### config.mk
export PLATFORM = sky130hd
export DESIGN_NAME = video_timing_ctrl
export DESIGN_NICKNAME = d
export VERILOG_FILES = /design/src/rtl/video_timing_pkg.sv /design/src/rtl/video_timing_ctrl_wrap_counter.sv /design/src/rtl/video_timing_ctrl.sv
export SDC_FILE = /design/constraint.sdc
export NUM_CORES = 1
export LEC_CHECK = 0
export ABC_CLOCK_PERIOD_IN_PS = 7200
export CAP_MARGIN = 20
export CORE_MARGIN = 2
export CORE_UTILIZATION = 59
export CTS_BUF_LIST = sky130_fd_sc_hd__clkbuf_8
export CTS_CLUSTER_DIAMETER = 80
export DETAILED_ROUTE_END_ITERATION = 6
export PLACE_DENSITY = 0.88
export SLEW_MARGIN = 30
export SYNTH_ARGS = -nofsm -noshare
export SYNTH_HDL_FRONTEND = slang
export SYNTH_SLANG_ARGS = --single-unit
### constraint.sdc
create_clock -name clk_in -period 7.2 [get_ports clk_in]
set_input_delay 1.08 -clock clk_in [delete_from_list [all_inputs] [get_ports clk_in]]
set_output_delay 1.08 -clock clk_in [all_outputs]
set_load 0.02 [all_outputs]
### src/rtl/video_timing_pkg.sv
// Shared types and constants for the HDMI TX frame timing sequencer.
package video_timing_pkg;

    // Sequencer states: stopped, running, running-until-frame-end.
    typedef enum logic [1:0] {
        IDLE  = 2'd0,
        RUN   = 2'd1,
        DRAIN = 2'd2
    } vt_state_e;

    // Counter widths fixed by the output ports.
    localparam int H_W  = 11;
    localparam int V_W  = 10;
    localparam int FC_W = 6;

    // 1280x720@60 timing.
    localparam int ACTIVE_H_720P = 1280;
    localparam int H_FP_720P     = 110;
    localparam int H_SYNC_720P   = 40;
    localparam int H_BP_720P     = 220;
    localparam int ACTIVE_V_720P = 720;
    localparam int V_FP_720P     = 5;
    localparam int V_SYNC_720P   = 5;
    localparam int V_BP_720P     = 20;
    localparam int FPS_720P      = 60;

endpackage

### src/rtl/video_timing_ctrl_wrap_counter.sv
// Modulo-(MAX+1) up-counter. Exposes both the registered value and the
// value it will take on the next edge so downstream decode can be
// registered in step with the count.
module wrap_counter
    import video_timing_pkg::*;
#(
    parameter int WIDTH = H_W,
    parameter int MAX   = 1649
) (
    input  logic             clk,
    input  logic             srst,
    input  logic             inc,
    input  logic             clear,
    output logic [WIDTH-1:0] value,
    output logic [WIDTH-1:0] value_next,
    output logic             wrap
);

    localparam logic [WIDTH-1:0] MAX_V = WIDTH'(MAX);

    logic [WIDTH-1:0] value_q;
    logic [WIDTH-1:0] value_d;

    // Next count: clear wins, then wrap at MAX, else increment when enabled.
    always_comb begin
        wrap    = inc && (value_q == MAX_V);
        value_d = value_q;
        if (clear) begin
            value_d = '0;
        end else if (wrap) begin
            value_d = '0;
        end else if (inc) begin
            value_d = value_q + 1'b1;
        end
    end

    // Count register.
    always_ff @(posedge clk) begin
        if (srst) begin
            value_q <= '0;
        end else begin
            value_q <= value_d;
        end
    end

    assign value      = value_q;
    assign value_next = value_d;

endmodule

### src/rtl/video_timing_ctrl.sv
// Frame-level timing sequencer for the HDMI TX path. Starts and stops only
// on frame boundaries; every output is registered and describes the pixel
// at (hcount_out, vcount_out) in the same cycle.
module video_timing_ctrl
    import video_timing_pkg::*;
#(
    parameter int   ACTIVE_H = ACTIVE_H_720P,
    parameter int   H_FP     = H_FP_720P,
    parameter int   H_SYNC   = H_SYNC_720P,
    parameter int   H_BP     = H_BP_720P,
    parameter int   ACTIVE_V = ACTIVE_V_720P,
    parameter int   V_FP     = V_FP_720P,
    parameter int   V_SYNC   = V_SYNC_720P,
    parameter int   V_BP     = V_BP_720P,
    parameter logic HS_POL   = 1'b1,
    parameter logic VS_POL   = 1'b1,
    parameter int   FPS      = FPS_720P
) (
    input  logic            clk_in,
    input  logic            rst_in,
    input  logic            en_in,
    output logic [H_W-1:0]  hcount_out,
    output logic [V_W-1:0]  vcount_out,
    output logic            hs_out,
    output logic            vs_out,
    output logic            ad_out,
    output logic            nf_out,
    output logic [FC_W-1:0] fc_out,
    output logic            ve_out,
    output logic [1:0]      ctrl_out,
    output logic            running_out
);

    localparam int H_TOTAL = ACTIVE_H + H_FP + H_SYNC + H_BP;
    localparam int V_TOTAL = ACTIVE_V + V_FP + V_SYNC + V_BP;

    localparam logic [H_W-1:0]  H_ACT    = H_W'(ACTIVE_H);
    localparam logic [H_W-1:0]  HS_START = H_W'(ACTIVE_H + H_FP);
    localparam logic [H_W-1:0]  HS_END   = H_W'(ACTIVE_H + H_FP + H_SYNC - 1);
    localparam logic [V_W-1:0]  V_ACT    = V_W'(ACTIVE_V);
    localparam logic [V_W-1:0]  VS_START = V_W'(ACTIVE_V + V_FP);
    localparam logic [V_W-1:0]  VS_END   = V_W'(ACTIVE_V + V_FP + V_SYNC - 1);
    localparam logic [FC_W-1:0] FC_MAX   = FC_W'(FPS - 1);

    vt_state_e       state_q, state_d;
    logic [H_W-1:0]  h_value, h_next;
    logic [V_W-1:0]  v_value, v_next;
    logic            h_wrap, v_wrap;
    logic            count_en;
    logic            count_clear;
    logic            live;

    logic            hs_q, hs_d;
    logic            vs_q, vs_d;
    logic            ad_q, ad_d;
    logic            nf_q, nf_d;
    logic [FC_W-1:0] fc_q, fc_d;
    logic            running_q, running_d;

    // Counters advance whenever a frame is in flight; dropping to IDLE
    // forces them to zero.
    assign count_en    = (state_q != IDLE);
    assign count_clear = (state_d == IDLE);

    wrap_counter #(.WIDTH(H_W), .MAX(H_TOTAL - 1)) u_h_counter (
        .clk        (clk_in),
        .srst       (rst_in),
        .inc        (count_en),
        .clear      (count_clear),
        .value      (h_value),
        .value_next (h_next),
        .wrap       (h_wrap)
    );

    wrap_counter #(.WIDTH(V_W), .MAX(V_TOTAL - 1)) u_v_counter (
        .clk        (clk_in),
        .srst       (rst_in),
        .inc        (h_wrap),
        .clear      (count_clear),
        .value      (v_value),
        .value_next (v_next),
        .wrap       (v_wrap)
    );

    // Next-state: start immediately, stop only as the last pixel of a
    // frame is left (v_wrap is only true on that final pixel).
    always_comb begin
        state_d = state_q;
        case (state_q)
            IDLE:    if (en_in) state_d = RUN;
            RUN:     if (!en_in) state_d = v_wrap ? IDLE : DRAIN;
            DRAIN: begin
                if (en_in) begin
                    state_d = RUN;
                end else if (v_wrap) begin
                    state_d = IDLE;
                end
            end
            default: state_d = IDLE;
        endcase
    end

    // Decode the pixel about to be presented so the registered flags line
    // up with the registered counters.
    always_comb begin
        live      = (state_d != IDLE);
        ad_d      = live && (h_next < H_ACT) && (v_next < V_ACT);
        hs_d      = (live && (h_next >= HS_START) && (h_next <= HS_END)) ? HS_POL : ~HS_POL;
        vs_d      = (live && (v_next >= VS_START) && (v_next <= VS_END)) ? VS_POL : ~VS_POL;
        nf_d      = live && (h_next == '0) && (v_next == V_ACT);
        running_d = live;
        fc_d      = fc_q;
        if (nf_d) begin
            fc_d = (fc_q == FC_MAX) ? '0 : fc_q + 1'b1;
        end
    end

    // State and decoded-output registers.
    always_ff @(posedge clk_in) begin
        if (rst_in) begin
            state_q   <= IDLE;
            hs_q      <= ~HS_POL;
            vs_q      <= ~VS_POL;
            ad_q      <= 1'b0;
            nf_q      <= 1'b0;
            fc_q      <= '0;
            running_q <= 1'b0;
        end else begin
            state_q   <= state_d;
            hs_q      <= hs_d;
            vs_q      <= vs_d;
            ad_q      <= ad_d;
            nf_q      <= nf_d;
            fc_q      <= fc_d;
            running_q <= running_d;
        end
    end

    assign hcount_out  = h_value;
    assign vcount_out  = v_value;
    assign hs_out      = hs_q;
    assign vs_out      = vs_q;
    assign ad_out      = ad_q;
    assign nf_out      = nf_q;
    assign fc_out      = fc_q;
    assign ve_out      = ad_q;
    assign ctrl_out    = {vs_q, hs_q};
    assign running_out = running_q;

endmodule

; Word level (Yosys, flattened, before mapping)
; Cells that the tools add are included.
[totals]
reg_bits = 34
input_bits = 3
[classes]
add_sub_neg = 3
magnitude_cmp = 6
eq_ne = 6
muxes = 15
n_reduce_logical = 15
[ops]
columns = cell, n
row1 = 11-bit two-way mux, 3
row2 = 10-bit two-way mux, 3
row3 = "10-bit equality test, second input constant", 2
row4 = "11-bit by 1-bit adder with 11-bit output, second input constant", 1
row5 = "11-bit equality test, second input constant", 1
row6 = "11-bit >= comparator, second input constant", 1
row7 = "11-bit less-or-equal comparator, second input constant", 1
row8 = 11-bit logical NOT, 1
row9 = "11-bit less-than comparator, second input constant", 1
row10 = "10-bit by 1-bit adder with 10-bit output, second input constant", 1
row11 = "10-bit >= comparator, second input constant", 1
row12 = "10-bit less-or-equal comparator, second input constant", 1
row13 = 1-bit logical AND, 10
row14 = "10-bit less-than comparator, second input constant", 1
row15 = 2-bit two-way mux, 5
row16 = "6-bit by 1-bit adder with 6-bit output, second input constant", 1
row17 = "6-bit equality test, second input constant", 1
row18 = 6-bit two-way mux, 1
row19 = 2-bit one-hot mux with 3 select lines, 1
row20 = 2-bit logical NOT, 2
row21 = 2-bit nonzero test, 2
row22 = "2-bit by 1-bit equality test with 1-bit output, second input constant", 1
row23 = "2-bit equality test, second input constant", 1
row24 = 1-bit two-way mux, 2

; Depth between registers and ports, before layout
[depth]
ltp_word = 12
ltp_mapped = 10
mapped_depth_nobuf = 9

; By module
; A second synthesis with hierarchy kept.
[hier_totals]
cells_unflattened = 229
area_unflattened_um2 = 1940.6
[modules_own_cells]
columns = mod, n_inst, cells_each, area_per_inst_um2
row1 = video_timing_ctrl, 1, 82, 737.0
row2 = wrap_counter at u_v_counter, 1, 74, 616.8
row3 = wrap_counter at u_h_counter, 1, 73, 586.8

; Worst setup path before layout
; No wires, ideal clock.
[synth_path]
path_type = reg-to-reg
start = register u_h_counter.value_q[0], in the netlist u_h_counter.value[0]
end = register fc_q[0], in the netlist fc_out[0]
setup_ns = 0.070
arrival_time_ns = 2.908
path_slack_ns = 4.222
stages_incl_launch_ff = 10
path_buffers = 1
cell_sequence = dfxtp_1 > ha_1 > nand4bb_4 > or4_4 > buf_6 > a21oi_2 > a21oi_1 > or4b_4 > or4_1 > a21oi_1
[synth_between]
elab_chain_cells = 11
word_cells_on_any_way = 21
[synth_lines]
columns = item, line_no
row1 = "start, declared", video_timing_ctrl_wrap_counter.sv:21  ; logic [WIDTH-1:0] value_q;
row2 = "start signal, assigned", video_timing_ctrl_wrap_counter.sv:42  ; value_q <= value_d;
row3 = 11-bit equality test, video_timing_ctrl_wrap_counter.sv:26  ; wrap = inc && (value_q == MAX_V);
row4 = 1-bit logical AND (2 in a row), video_timing_ctrl_wrap_counter.sv:26
row5 = "2-bit two-way mux, on equally long branches", "video_timing_ctrl.sv:95, video_timing_ctrl.sv:91"
row6 = "2-bit two-way mux, on equally long branches", "video_timing_ctrl.sv:93, video_timing_ctrl.sv:91"
row7 = 2-bit one-hot mux with 3 select lines, video_timing_ctrl.sv:89  ; case (state_q)
row8 = 2-bit logical NOT, video_timing_ctrl.sv:63  ; assign count_clear = (state_d == IDLE);
row9 = 11-bit two-way mux, video_timing_ctrl_wrap_counter.sv:28  ; if (clear) begin
row10 = 11-bit logical NOT, video_timing_ctrl.sv:110  ; nf_d = live && (h_next == '0) && (v_next == V_ACT);
row11 = 1-bit logical AND, video_timing_ctrl.sv:110
row12 = 1-bit logical AND (*), video_timing_ctrl.sv:110
row13 = "end signal, assigned", video_timing_ctrl.sv:126  ; fc_q <= '0;
row14 = "end signal, assigned", video_timing_ctrl.sv:134  ; fc_q <= fc_d;
row15 = "end, declared", video_timing_ctrl.sv:57  ; logic [FC_W-1:0] fc_q, fc_d;
; Every way passes the cells marked *; elsewhere a longest branch is shown, timed or not.
; A chain may end at the register's enable or synchronous reset.

; Worst setup path after layout
[layout_path]
start = register u_h_counter.value_q[0], in the netlist u_h_counter.value[0]
end = register fc_q[4], in the netlist fc_out[4]
; Same word-level chain as after synthesis.

==> qor.csv <==
stage,metric,value,unit
outcome,status,completed,
power_and_ir_drop,pwr/cell area,141,mW/mm²
floorplan,DIE HEIGHT,64.6,µm
critical_path,slowest CP cell,nor4b_1,
global_route,vias in the first global route,1894,
layout,"most common cell after layout, fill and taps aside",clkdlybuf4s50_1,
cts,htree depth,2,
layout,layout cells sized above 1,6.42,%
timing,Fin Setup TNS,0,ps
layout,# nets final,303,
layout,Ant. Diodes,0,
synthesis,"Primary FF master, synth",dfxtp_1,
timing,clock skew,10.6,ps
layout,Area growth syn-to-layout,19.9,%
critical_path,CP Class,reg -> reg,
synthesis,Post-Syn Area per Cell,8.13,µm²
floorplan,I/O pin count,38,
cts,worst-skew pair later-pin latency,290,ps
detailed_routing,detail-routed net length per standard cell,16.6,µm
cts,Post-CTS Setup Bufs,0,
critical_path,CP Capture Type,register,
cts,clock sink total,34,
detailed_routing,drt pass-1 iters,6,
detailed_routing,DR DRC count,0,
critical_path,critical path arrival,3420,ps
flow_run,max_cap viols,0,
power_and_ir_drop,P_leak,0.000844,µW
timing,fmax,0.310,GHz
layout,Post-Layout Cell Count,342,
hold_path,HP Class,reg -> reg,
synthesis,Mapped Nets,274,
layout,final core utilization,75.9,%
synthesis,Mapped Area,0.00216,mm²
global_route,GR Util met2,43.9,%
global_route,initial antenna violation count,0,
detailed_routing,via count,2214,
cts,CTS root buf,clkbuf_8,
global_route,first-pass GRT wire length,9150,µm
floorplan,die area,0.00417,mm²
critical_path,CP Data Required Time,7400,ps
critical_path,crit path cell chain,ha_1 -> nand4bb_4 -> or4_4 -> o31ai_4 -> a21oi_2 -> nor4b_1 -> a31oi_1 -> a211oi_1,
critical_path,Critical Path Source Type,register,
timing,Final min period,3220,ps
synthesis,Post-synth EDFFs,0,
synthesis,Synthesis Warnings,0,
timing,period utilization,44.8,%
floorplan,Rows,21,
critical_path,Critical Path Max Stage Delay,680,ps
global_route,total grt overflow,0,
placed_design,placed instance area,0.00250,mm²
floorplan,total core area,0.00342,mm²
synthesis,Syn Inst Count,266,
critical_path,worst-path fanout max,11,
synthesis,#FFs+latches synth,34,
placed_design,I/O Buffers,37,
placed_design,Inst Count DP,334,
layout,most frequent cells in the layout,"37 x clkdlybuf4s50_1, 34 x dfxtp_1, 32 x nor2_1",
global_route,M1 GR Usage,37.7,%
placed_design,gpl congestion,0.932,
cts,clock-pin slew of the registers on the worst-case setup and hold paths,70,ps
timing,final hold viol count,0,
synthesis,sequential area share after synthesis,31.5,%
timing,worst slew pin tran,779,ps
detailed_routing,routed wire length,5680,µm
layout,fillcell total,259,
global_route,met3 Track Usage GR,6.94,%
timing,final setup violation count,0,
global_route,largest net degree at the start of global routing,16,
power_and_ir_drop,Worst VDD drop,0.000171,V
cts,post_cts resized,0,
timing,Max-slew headroom,47.3,%
layout,post-layout instance area,0.00259,mm²
floorplan,Initial Util,63.3,%
synthesis,Unique masters post-synth,59,
power_and_ir_drop,Total Power,366,µW
cts,Clock Tree Buf Depth,2,
detailed_routing,antenna-violating nets left,0,
synthesis,"Async S/R FF share, synth",0,%
detailed_routing,drt initial violations,195,
cts,CTS tree,yes,
placed_design,dpl hpwl,4100,µm
timing,unrepaired setup endpoints after global routing,false,
global_route,GRT Util Overall,28.5,%
floorplan,DIE WIDTH,64.6,µm
cts,# hold bufs at CTS,0,
cts,Num CTS Buffers,5,
detailed_routing,DR vias/cell,6.47,
global_route,gr busiest metal,met2,
timing,max-slew violation count,0,
## worst paths after layout
path	cells past startpoint	from	slack, ps	endpoint
hold / removal	2	fc_out[2]$_SDFFE_PP0P_	540	fc_out[2]$_SDFFE_PP0P_
setup / recovery	8	u_h_counter.value[0]$_SDFF_PP0_	3980	fc_out[4]$_SDFFE_PP0P_
setup reg to reg	8	u_h_counter.value[0]$_SDFF_PP0_	3980	fc_out[4]$_SDFFE_PP0P_
hold reg to reg	2	fc_out[2]$_SDFFE_PP0P_	540	fc_out[2]$_SDFFE_PP0P_
## worst max-delay path, delay by kind of cell (launching register included)
family,cells,cell delay (ps)
AND/OR/NAND/NOR,3,1380
AO/OA/AOI/OAI,4,960
flip-flops,1,530
adder cells (fa/ha/maj),1,250
## cell type report
type / instances / area [µm²] / area share (%)
multi-input cells: 207 / 1350 / 52.1
flip-flops and latches: 34 / 681 / 26.2
repair buffers: 38 / 378 / 14.6
clock buffers: 6 / 82.6 / 3.18
well taps: 46 / 57.6 / 2.22
inverters: 9 / 33.8 / 1.30
clock inverters: 2 / 8.76 / 0.338
## metrics by stage
step	worst slack, ps	hold WS (ps)
after global placement	3820	520
after CTS	4030	544
after global routing	3850	589
after detailed placement	3740	531
final	3980	540
after floorplan	4220	573
## layer usage
metal / routed length [µm] / share of wire, %
met5: 0 / 0
met4: 206 / 3.6
met3: 556 / 9.8
met2: 2470 / 43
met1: 2450 / 43
## cells in the mapped netlist (all sizes together), types with 5 or more instances
master / number / share of area (%)
nor3: 11 / 2.5
ha: 5 / 2.9
or4: 5 / 1.9
a21oi: 10 / 2.7
inv: 9 / 1.6
dfxtp: 34 / 31
buf: 10 / 3.4
o21ai: 16 / 3.7
nand2: 19 / 3.3
and3: 8 / 2.3
nand4: 9 / 2.6
xor2: 6 / 2.4
a211oi: 5 / 1.7
xnor2: 13 / 5.3
nand3: 11 / 2.5
clkbuf: 6 / 1.1
nor2: 33 / 5.8
## registers in the layout, summed over array words and instances, names as in the netlist
| register | cells |
|---|---|
| u_h_counter.value | 11 |
| u_v_counter.value | 10 |
| fc_out | 6 |
| state_q | 2 |
| ad_out | 1 |
| hs_out | 1 |
| nf_out | 1 |
| running_out | 1 |
| vs_out | 1 |
## cells by family after synthesis
group           count (synthesis)  share of synthesized area [%]
mux                             1                          0.463
compound gates                 58                           19.2
fa+ha+maj                       5                           2.89
simple gates                  124                           32.3
flops                          34                           31.5
xor+xnor                       19                           7.69
buf+inv                        25                           6.01
## power by group
part,switching [µW],internal (µW)
logic,17.2,11.1
clock network,69.1,75.7
registers,3.19,190
Power figures use the tool's default switching activity.
